**src/rtl/hazard_scoreboard.sv**
```systemverilog
// Pipeline hazard scoreboard: a shadow copy of X..writeback that decides stalls,
// bubbles and flushes for the instruction in D and selects X operand forwarding.
module hazard_scoreboard #(
    parameter int DEPTH      = 3,
    parameter int LOAD_STAGE = 2,
    parameter int FWD_EN     = 1,
    parameter int CNT_W      = 16,
    localparam int FW        = (DEPTH > 1) ? $clog2(DEPTH) : 1
) (
    input  logic             clk,
    input  logic             rst_n,
    input  logic             d_valid,
    input  logic [4:0]       d_rs1,
    input  logic [4:0]       d_rs2,
    input  logic             d_use1,
    input  logic             d_use2,
    input  logic [4:0]       d_rd,
    input  logic             d_wen,
    input  logic             d_load,
    input  logic             x_redirect,
    input  logic             mem_stall,
    output logic             stall,
    output logic             bubble_x,
    output logic             flush,
    output logic [FW-1:0]    fwd_a,
    output logic [FW-1:0]    fwd_b,
    output logic [CNT_W-1:0] stall_cnt,
    output logic [CNT_W-1:0] flush_cnt
);

    typedef struct packed {
        logic       valid;
        logic [4:0] rd;
        logic       wen;
        logic       load;
        logic [4:0] rs1;
        logic [4:0] rs2;
        logic       use1;
        logic       use2;
    } entry_t;

    typedef entry_t [DEPTH-1:0] pipe_t;

    localparam logic [CNT_W-1:0] CNT_MAX = '1;

    pipe_t            pipe_q, pipe_d;
    logic [CNT_W-1:0] stall_cnt_q, stall_cnt_d;
    logic [CNT_W-1:0] flush_cnt_q, flush_cnt_d;
    logic [FW-1:0]    fwd_a_q, fwd_a_d;
    logic [FW-1:0]    fwd_b_q, fwd_b_d;
    logic             hazard_s;
    logic             act_s;
    logic             stall_s;
    logic             bubble_s;
    logic             flush_s;

    function automatic logic prod_match(input entry_t e, input logic [4:0] src, input logic use_b);
        return e.valid && e.wen && (e.rd != 5'd0) && (e.rd == src) && use_b;
    endfunction

    // Scan oldest to youngest so the youngest qualifying producer wins.
    function automatic logic [FW-1:0] fwd_pick(input pipe_t p, input logic [4:0] src, input logic use_b);
        logic [FW-1:0] sel;
        sel = '0;
        if ((FWD_EN != 0) && p[0].valid && use_b && (src != 5'd0)) begin
            for (int s = DEPTH - 1; s >= 1; s--) begin
                if (prod_match(p[s], src, 1'b1) && (!p[s].load || (s >= LOAD_STAGE))) begin
                    sel = FW'(s);
                end else begin
                    sel = sel;
                end
            end
        end else begin
            sel = '0;
        end
        return sel;
    endfunction

    // Hazard detection against every non-retiring stage.
    always_comb begin
        hazard_s = 1'b0;
        for (int s = 0; s < DEPTH - 1; s++) begin
            if (prod_match(pipe_q[s], d_rs1, d_use1) || prod_match(pipe_q[s], d_rs2, d_use2)) begin
                if (FWD_EN == 0) begin
                    hazard_s = 1'b1;
                end else if (pipe_q[s].load && ((s + 1) < LOAD_STAGE)) begin
                    hazard_s = 1'b1;
                end else begin
                    hazard_s = hazard_s;
                end
            end else begin
                hazard_s = hazard_s;
            end
        end
    end

    // Control outputs; gated by rst_n so they read zero during reset.
    always_comb begin
        act_s    = d_valid & hazard_s & ~x_redirect;
        stall_s  = rst_n & (mem_stall | act_s);
        bubble_s = rst_n & act_s & ~mem_stall;
        flush_s  = rst_n & x_redirect & ~mem_stall;
    end

    // Shadow pipeline advance, saturating counters and next forwarding selects.
    always_comb begin
        pipe_d = pipe_q;
        if (!mem_stall) begin
            for (int s = DEPTH - 1; s >= 1; s--) begin
                pipe_d[s] = pipe_q[s-1];
            end
            pipe_d[0].valid = d_valid & ~bubble_s & ~flush_s;
            pipe_d[0].rd    = d_rd;
            pipe_d[0].wen   = d_wen;
            pipe_d[0].load  = d_load;
            pipe_d[0].rs1   = d_rs1;
            pipe_d[0].rs2   = d_rs2;
            pipe_d[0].use1  = d_use1;
            pipe_d[0].use2  = d_use2;
        end else begin
            pipe_d = pipe_q;
        end

        if (stall_s && (stall_cnt_q != CNT_MAX)) begin
            stall_cnt_d = stall_cnt_q + CNT_W'(1);
        end else begin
            stall_cnt_d = stall_cnt_q;
        end

        if (flush_s && (flush_cnt_q != CNT_MAX)) begin
            flush_cnt_d = flush_cnt_q + CNT_W'(1);
        end else begin
            flush_cnt_d = flush_cnt_q;
        end

        fwd_a_d = fwd_pick(pipe_d, pipe_d[0].rs1, pipe_d[0].use1);
        fwd_b_d = fwd_pick(pipe_d, pipe_d[0].rs2, pipe_d[0].use2);
    end

    // State registers.
    always_ff @(posedge clk or negedge rst_n) begin
        if (!rst_n) begin
            pipe_q      <= '0;
            stall_cnt_q <= '0;
            flush_cnt_q <= '0;
            fwd_a_q     <= '0;
            fwd_b_q     <= '0;
        end else begin
            pipe_q      <= pipe_d;
            stall_cnt_q <= stall_cnt_d;
            flush_cnt_q <= flush_cnt_d;
            fwd_a_q     <= fwd_a_d;
            fwd_b_q     <= fwd_b_d;
        end
    end

    assign stall     = stall_s;
    assign bubble_x  = bubble_s;
    assign flush     = flush_s;
    assign fwd_a     = fwd_a_q;
    assign fwd_b     = fwd_b_q;
    assign stall_cnt = stall_cnt_q;
    assign flush_cnt = flush_cnt_q;

endmodule

```
**config.mk**
```make
export PLATFORM = sky130hd
export DESIGN_NAME = hazard_scoreboard
export DESIGN_NICKNAME = d
export VERILOG_FILES = /design/src/rtl/hazard_scoreboard.sv
export SDC_FILE = /design/constraint.sdc
export NUM_CORES = 1
export LEC_CHECK = 0
export CORE_MARGIN = 5
export CORE_UTILIZATION = 25
export CTS_CLUSTER_SIZE = 25
export DETAILED_ROUTE_END_ITERATION = 7
export HOLD_SLACK_MARGIN = 0.15
export PLACE_DENSITY = 0.53
export REMOVE_ABC_BUFFERS = 1
export SLEW_MARGIN = 15
export SYNTH_ARGS = -nofsm -noshare
export SYNTH_HDL_FRONTEND = slang
export SYNTH_SLANG_ARGS = --single-unit
```
**constraint.sdc**
```tcl
create_clock -name clk -period 4.8 [get_ports clk]
set_clock_uncertainty 0.15 [all_clocks]
set_input_delay 0.72 -clock clk [delete_from_list [all_inputs] [get_ports clk]]
set_output_delay 0.72 -clock clk [all_outputs]
set_load 0.05 [all_outputs]
```
==> results of run 1 <==
-- worst max-delay path, stage by stage --
cell and delay [ns]:
clkdlybuf4s50_1 0.51, xnor2_1 0.15, nand4_1 0.12, o22ai_1 0.37
a21oi_2 0.11, nor2b_1 0.20, clkdlybuf4s50_1 0.83
-- report_power, final --
part / switching [W] / leakage (nW) / total, W / internal [W]
Clock: 0.000260 / 0.132 / 0.000609 / 0.000349
Combinational: 0.000304 / 0.942 / 0.000510 / 0.000206
Sequential: 0.0000861 / 0.893 / 0.000766 / 0.000679
-- cells by family after synthesis --
family / Yosys count / share of synthesized area (%)
simple gates: 103 / 16.6
flops: 71 / 50.8
xor+xnor: 58 / 14.5
mux: 36 / 11.5
buf+inv: 25 / 3.47
compound gates: 13 / 2.47
fa+ha+maj: 2 / 0.715
-- per-stage QoR --
step / instances / setup WS [ns]
finish: 562 / 0.920
global route: 562 / 0.809
CTS: 562 / 0.820
detailed placement: 546 / 0.849
global placement: 546 / 0.865
floorplan: 300 / 1.82
-- flip-flops by register name, summed over array words and instances, names as in the netlist --
| name | flops |
|---|---|
| flush_cnt | 16 |
| fwd_a | 2 |
| fwd_b | 2 |
| pipe_q | 35 |
| stall_cnt | 16 |
-- cell usage in the layout, fill, tap and decap left out, types with 2 or more instances in the layout --
cell type and instances:
nor3b_1 4, clkdlybuf4s50_1 60, nor2b_1 2, mux2i_1 14
clkinv_2 3, xnor2_1 37, nand4_1 17, clkbuf_16 9
nor2_1 20, and4b_1 3, nand2_1 16, nor3_1 9
or4_1 4, nand3_1 11, clkinvlp_4 2, mux2_2 20
o21ai_0 3, inv_1 17, and4_1 3, a22oi_1 2
dfrtp_1 71, nor4b_1 2, buf_4 5, ha_1 2
nand3b_1 3, and3_1 3, a21oi_1 2, xor2_1 21
-- layout make-up --
class                      count  area (µm²)
sequential                    71        1780
clock inverter                 7        47.5
inverter                      17        63.8
fill                        1400        9240
tap                          180         225
timing repair buffer          66         643
multi-input combinational    212        1600
clock buffer                   9         225
-- layer usage --
layer / part of all wire (%) / vias to the layer above / global-route usage (%) / wire length [µm]
met5: 0 / - / 0 / 0
met4: 1.5 / 0 / 4.24 / 123
met3: 4.6 / 9 / 2.67 / 362
met2: 47 / 43 / 15.8 / 3720
met1: 47 / 1166 / 13.6 / 3730
li1: - / 1213 / - / -
-- worst max path at each step --
| stage | to | slack, ns | depth (start not counted) |
|---|---|---|---|
| after floorplan | stall | 1.82 | 5 |
| after global placement | stall | 0.87 | 7 |
| after detailed placement | stall | 0.85 | 7 |
| after CTS | stall | 0.82 | 7 |
| after global routing | stall | 0.81 | 7 |
| final | stall | 0.92 | 7 |
==> impl_metrics.yaml, run 1 <==
run_status:
  status: "complete, no violations"
logic_synthesis:
  yosys.cell_types.count: 42
  synthTopCellsByArea: "dfrtp_1 51%, xnor2_1 9.3%, mux2_2 6.4%"
  synthArstFlopShare_pct: 100
  avgSynthCellArea_um2: 11.4
  synth_top_cell_by_area: "dfrtp_1"
  synthMostInstantiatedCell: "dfrtp_1"
  netlist_area_mm2: 0.00350
  synth_flop_cell: "dfrtp_1"
  yosysSeqAreaShare_pct: 50.8
  synth_top_area_share_pct: 50.8
  ys_ff_latch: 71
  synth_edf_count: 0
  synth.cells.most_frequent: "71 x dfrtp_1, 37 x xnor2_1, 21 x xor2_1"
  yosys_warnings: 0
  synth_cells: 308
pwr:
  p_leak_nw: 1.97
  finalPower_w: 0.00189
  p_per_area_mw_per_mm2: 411
  peakVddDrop_uv: 172
timing:
  hold_ws_ns: 0.169
  fmax_mhz: 258
  relSlewSlack_pct: 44.6
  finalMaxSlewViolations: 0
  rsz0062_at_grt: "no"
  min_period_ns: 3.88
  finalSetupViolations: 0
  fin_crit_sh_pct: 80.8
  tightest_slew_ns: 0.831
  finalSetupTns_ns: 0
  finalHoldViolCount: 0
clock_tree:
  clock_sinks: 71
  cts_resized: 0
  clk_pin_slew_worst_paths_ns: 0.06
  cts_root_buf: "clkbuf_16"
  cts_tree: "built"
  cts_buffers: 9
  cts.htree.levels: 3
  cts_setup_buffers: 0
  clockBufferDepth: 2
  cts_hold_buf: 0
  worstSkewPairLatency_ns: 0.33
die:
  io_pins: 63
  core-area_mm2: 0.0138
  start_util_pct: 25.3
  fp.dieH_um: 128
  die_x_um: 128
  die_area_mm2: 0.0165
  fp-row-count: 43
routing:
  viasPerCell: 4.33
  first_pass_iters: 4
  first_iter_violations: 146
  drt_wl_total_mm: 7.94
  drt-wirelength-per-cell_um: 14.1
  drcViolationCount: 0
  antenna_left: 0
  vias: 2431
global_routing:
  grt_usage_pct: 10.2
  grt_overflow: 0
  grt_max_degree: 38
  grt_pass1_wl_mm: 13.2
  antenna_found_initial: 0
  grt_pass1_vias: 2491
place:
  gp_congestion: 0.802
  port-buffer-count: 62
  hpwl_mm: 5.90
  dpl_cell_area_mm2: 0.00431
cells_and_area:
  num-nets-final: 403
  syn2layout_area_growth_pct: 31.0
  drive_gt1_share_pct: 12.3
  fin_util_pct: 33.1
  n_antenna_cell: 0
  final_area_mm2: 0.00458
setup_path:
  path_class: "primary input to output port"
  startpoint_type: "primary input"
  cp_data_required_time_ns: 3.93
  worst_ep_arrival_time_ns: 3.01
  rr_worst_depth: 7
  reg2reg_to: "stall_cnt[5]$_DFFE_PN0P_"
  cp_max_fo: 3
  setup.worst_path.end_class: "output port"
  rrSetupSlack_ns: 2.34
  r2r_start: "pipe_q[14]$_DFFE_PN0N_"
  crit_start: "d_rs1[0]"
hold_path:
  hold_class: "primary input to async pin"
flow_run:
  maxCapViolCount: 0
Note: power is estimated with default switching activity, not from simulation.
==> run 2: changes to the inputs <==
==> constraint.sdc (replaced) <==
create_clock -name clk -period 3.6 [get_ports clk]
set_clock_uncertainty 0.15 [all_clocks]
set_input_delay 0.54 -clock clk [delete_from_list [all_inputs] [get_ports clk]]
set_output_delay 0.54 -clock clk [all_outputs]
set_load 0.05 [all_outputs]
==> impl_metrics.yaml, run 2 (synthesized netlist as in run 1, its figures left out) <==
run_status:
  status: "complete, no violations"
setup_path:
  crit_chain: "dlygate4sd3_1 > buf_4 > and3b_1 > clkdlybuf4s50_1"
  worst_ep_arrival_time_ns: 2.34
  startpoint_type: "primary input"
  setup.worst_path.end_class: "output port"
  cp_data_required_time_ns: 2.91
  cp_max_fo: 6
  crit_buf_inv: 3
  cp_slowest_cell: "clkdlybuf4s50_1"
  critPathMaxStageDelay_ns: 0.85
  path_class: "primary input to output port"
  cp_top_family: "buffers and inverters"
cells_and_area:
  n_antenna_cell: 0
  seqCellArea_mm2: 0.00178
  num-nets-final: 410
  drive_gt1_share_pct: 13.9
  layout_commonest_cell: "dfrtp_1"
  largest_register: "pipe_q"
  multi_input_area_mm2: 0.00160
  largest_reg_flops: 35
  num-fill-cells: 1392
  stdcell_count: 569
  layout_common_cells: "71 x dfrtp_1, 58 x clkdlybuf4s50_1, 37 x xnor2_1"
  syn2layout_area_growth_pct: 33.8
die:
  core-area_mm2: 0.0138
  io_pins: 63
  die_area_mm2: 0.0165
  fp-row-count: 43
  fp.dieH_um: 128
  die_x_um: 128
  start_util_pct: 25.3
global_routing:
  grt_pass1_wl_mm: 13.5
  grt_max_degree: 56
  grt_usage_pct: 10.6
  use_met2_pct: 16.7
  grt_overflow: 0
  antenna_found_initial: 0
  grtUsageMet3_pct: 2.79
  grt_pass1_vias: 2576
  gr-max-usage-layer: "met2"
  globalRouteMet1Util_pct: 13.5
clock_tree:
  clock_sinks: 71
  cts_resized: 0
  cts_buffers: 9
  cts_setup_buffers: 0
  cts_root_buf: "clkbuf_16"
  worstSkewPairLatency_ns: 0.33
  cts.htree.levels: 3
  clockBufferDepth: 2
  cts_tree: "built"
  cts_hold_buf: 1
  clk_pin_slew_worst_paths_ns: 0.05
timing:
  finalMaxSlewViolations: 0
  finalSetupViolations: 0
  tightest_slew_ns: 0.822
  fmax_mhz: 330
  finalSetupTns_ns: 0
  relSlewSlack_pct: 45.2
  rsz0062_at_grt: "no"
  finalHoldViolCount: 0
  min_period_ns: 3.03
  hold_ws_ns: 0.335
  fin_crit_sh_pct: 84.1
routing:
  drt_wl_total_mm: 8.12
  drcViolationCount: 0
  first_pass_iters: 4
  drt-wirelength-per-cell_um: 14.3
  viasPerCell: 4.38
  antenna_left: 0
  vias: 2495
  first_iter_violations: 88
pwr:
  peakVddDrop_uv: 206
  p_per_area_mw_per_mm2: 562
  p_leak_nw: 2.03
place:
  port-buffer-count: 62
  place_inst: 552
  gp_congestion: 0.828
  hpwl_mm: 6.05
flow_run:
  maxCapViolCount: 0
hold_path:
  hold_class: "register to register"
## run 2: power by group
group          total (W)  internal, W  switching (W)  leakage, nW
combinational   0.000697     0.000286       0.000411        0.982
sequential       0.00102     0.000906       0.000114        0.893
clock           0.000916     0.000591       0.000325        0.156
total            0.00263      0.00178       0.000851         2.03
## run 2: worst register-to-register path, delay by kind of cell, from the launching register on
family,cells,cell delay (ns)
AND/OR/NAND/NOR,2,0.73
AO/OA/AOI/OAI,2,0.51
flip-flops,1,0.48
XOR/XNOR,2,0.35
## run 2: through the flow
step | instance area (µm²) | utilization (%) | total power [W] | worst slack [ns]
4_1_cts | 4680 | 33.9 | 0.00268 | 0.535
2_1_floorplan | 3440 | - | 0.00146 | 0.979
5_1_grt | 4680 | 33.9 | 0.00277 | 0.443
6_report | 4680 | 33.9 | 0.00263 | 0.573
3_3_place_gp | 4360 | 31.6 | 0.00173 | 0.538
3_5_place_dp | 4360 | 31.6 | 0.00174 | 0.550
## run 2: worst paths after layout
kind / from / endpoint / slack [ns] / cells past startpoint
min in group asynchronous: rst_n / pipe_q[7]$_DFF_PN0_ / 0.66 / 3
max in group asynchronous: rst_n / flush_cnt[1]$_DFFE_PN0P_ / 2.10 / 3
max reg2reg: pipe_q[17]$_DFFE_PN0N_ / stall_cnt[5]$_DFFE_PN0P_ / 1.26 / 6
min reg2reg: stall_cnt[15]$_DFFE_PN0P_ / stall_cnt[15]$_DFFE_PN0P_ / 0.33 / 1
min: stall_cnt[15]$_DFFE_PN0P_ / stall_cnt[15]$_DFFE_PN0P_ / 0.33 / 1
max: rst_n / flush / 0.57 / 4
## run 2: final cells by class
type	count	area share [%]
well taps	180	4.81
repair buffers	73	15.1
multi-input cells	212	34.2
clock buffers	13	5.77
flip-flops and latches	71	37.9
inverters	17	1.36
clock inverters	3	0.855
## run 2: routing by layer
metal | routed length (µm) | share of wire (%)
met1 | 3710 | 46
met2 | 3970 | 49
met3 | 293 | 3.6
met4 | 145 | 1.8
met5 | 0 | 0
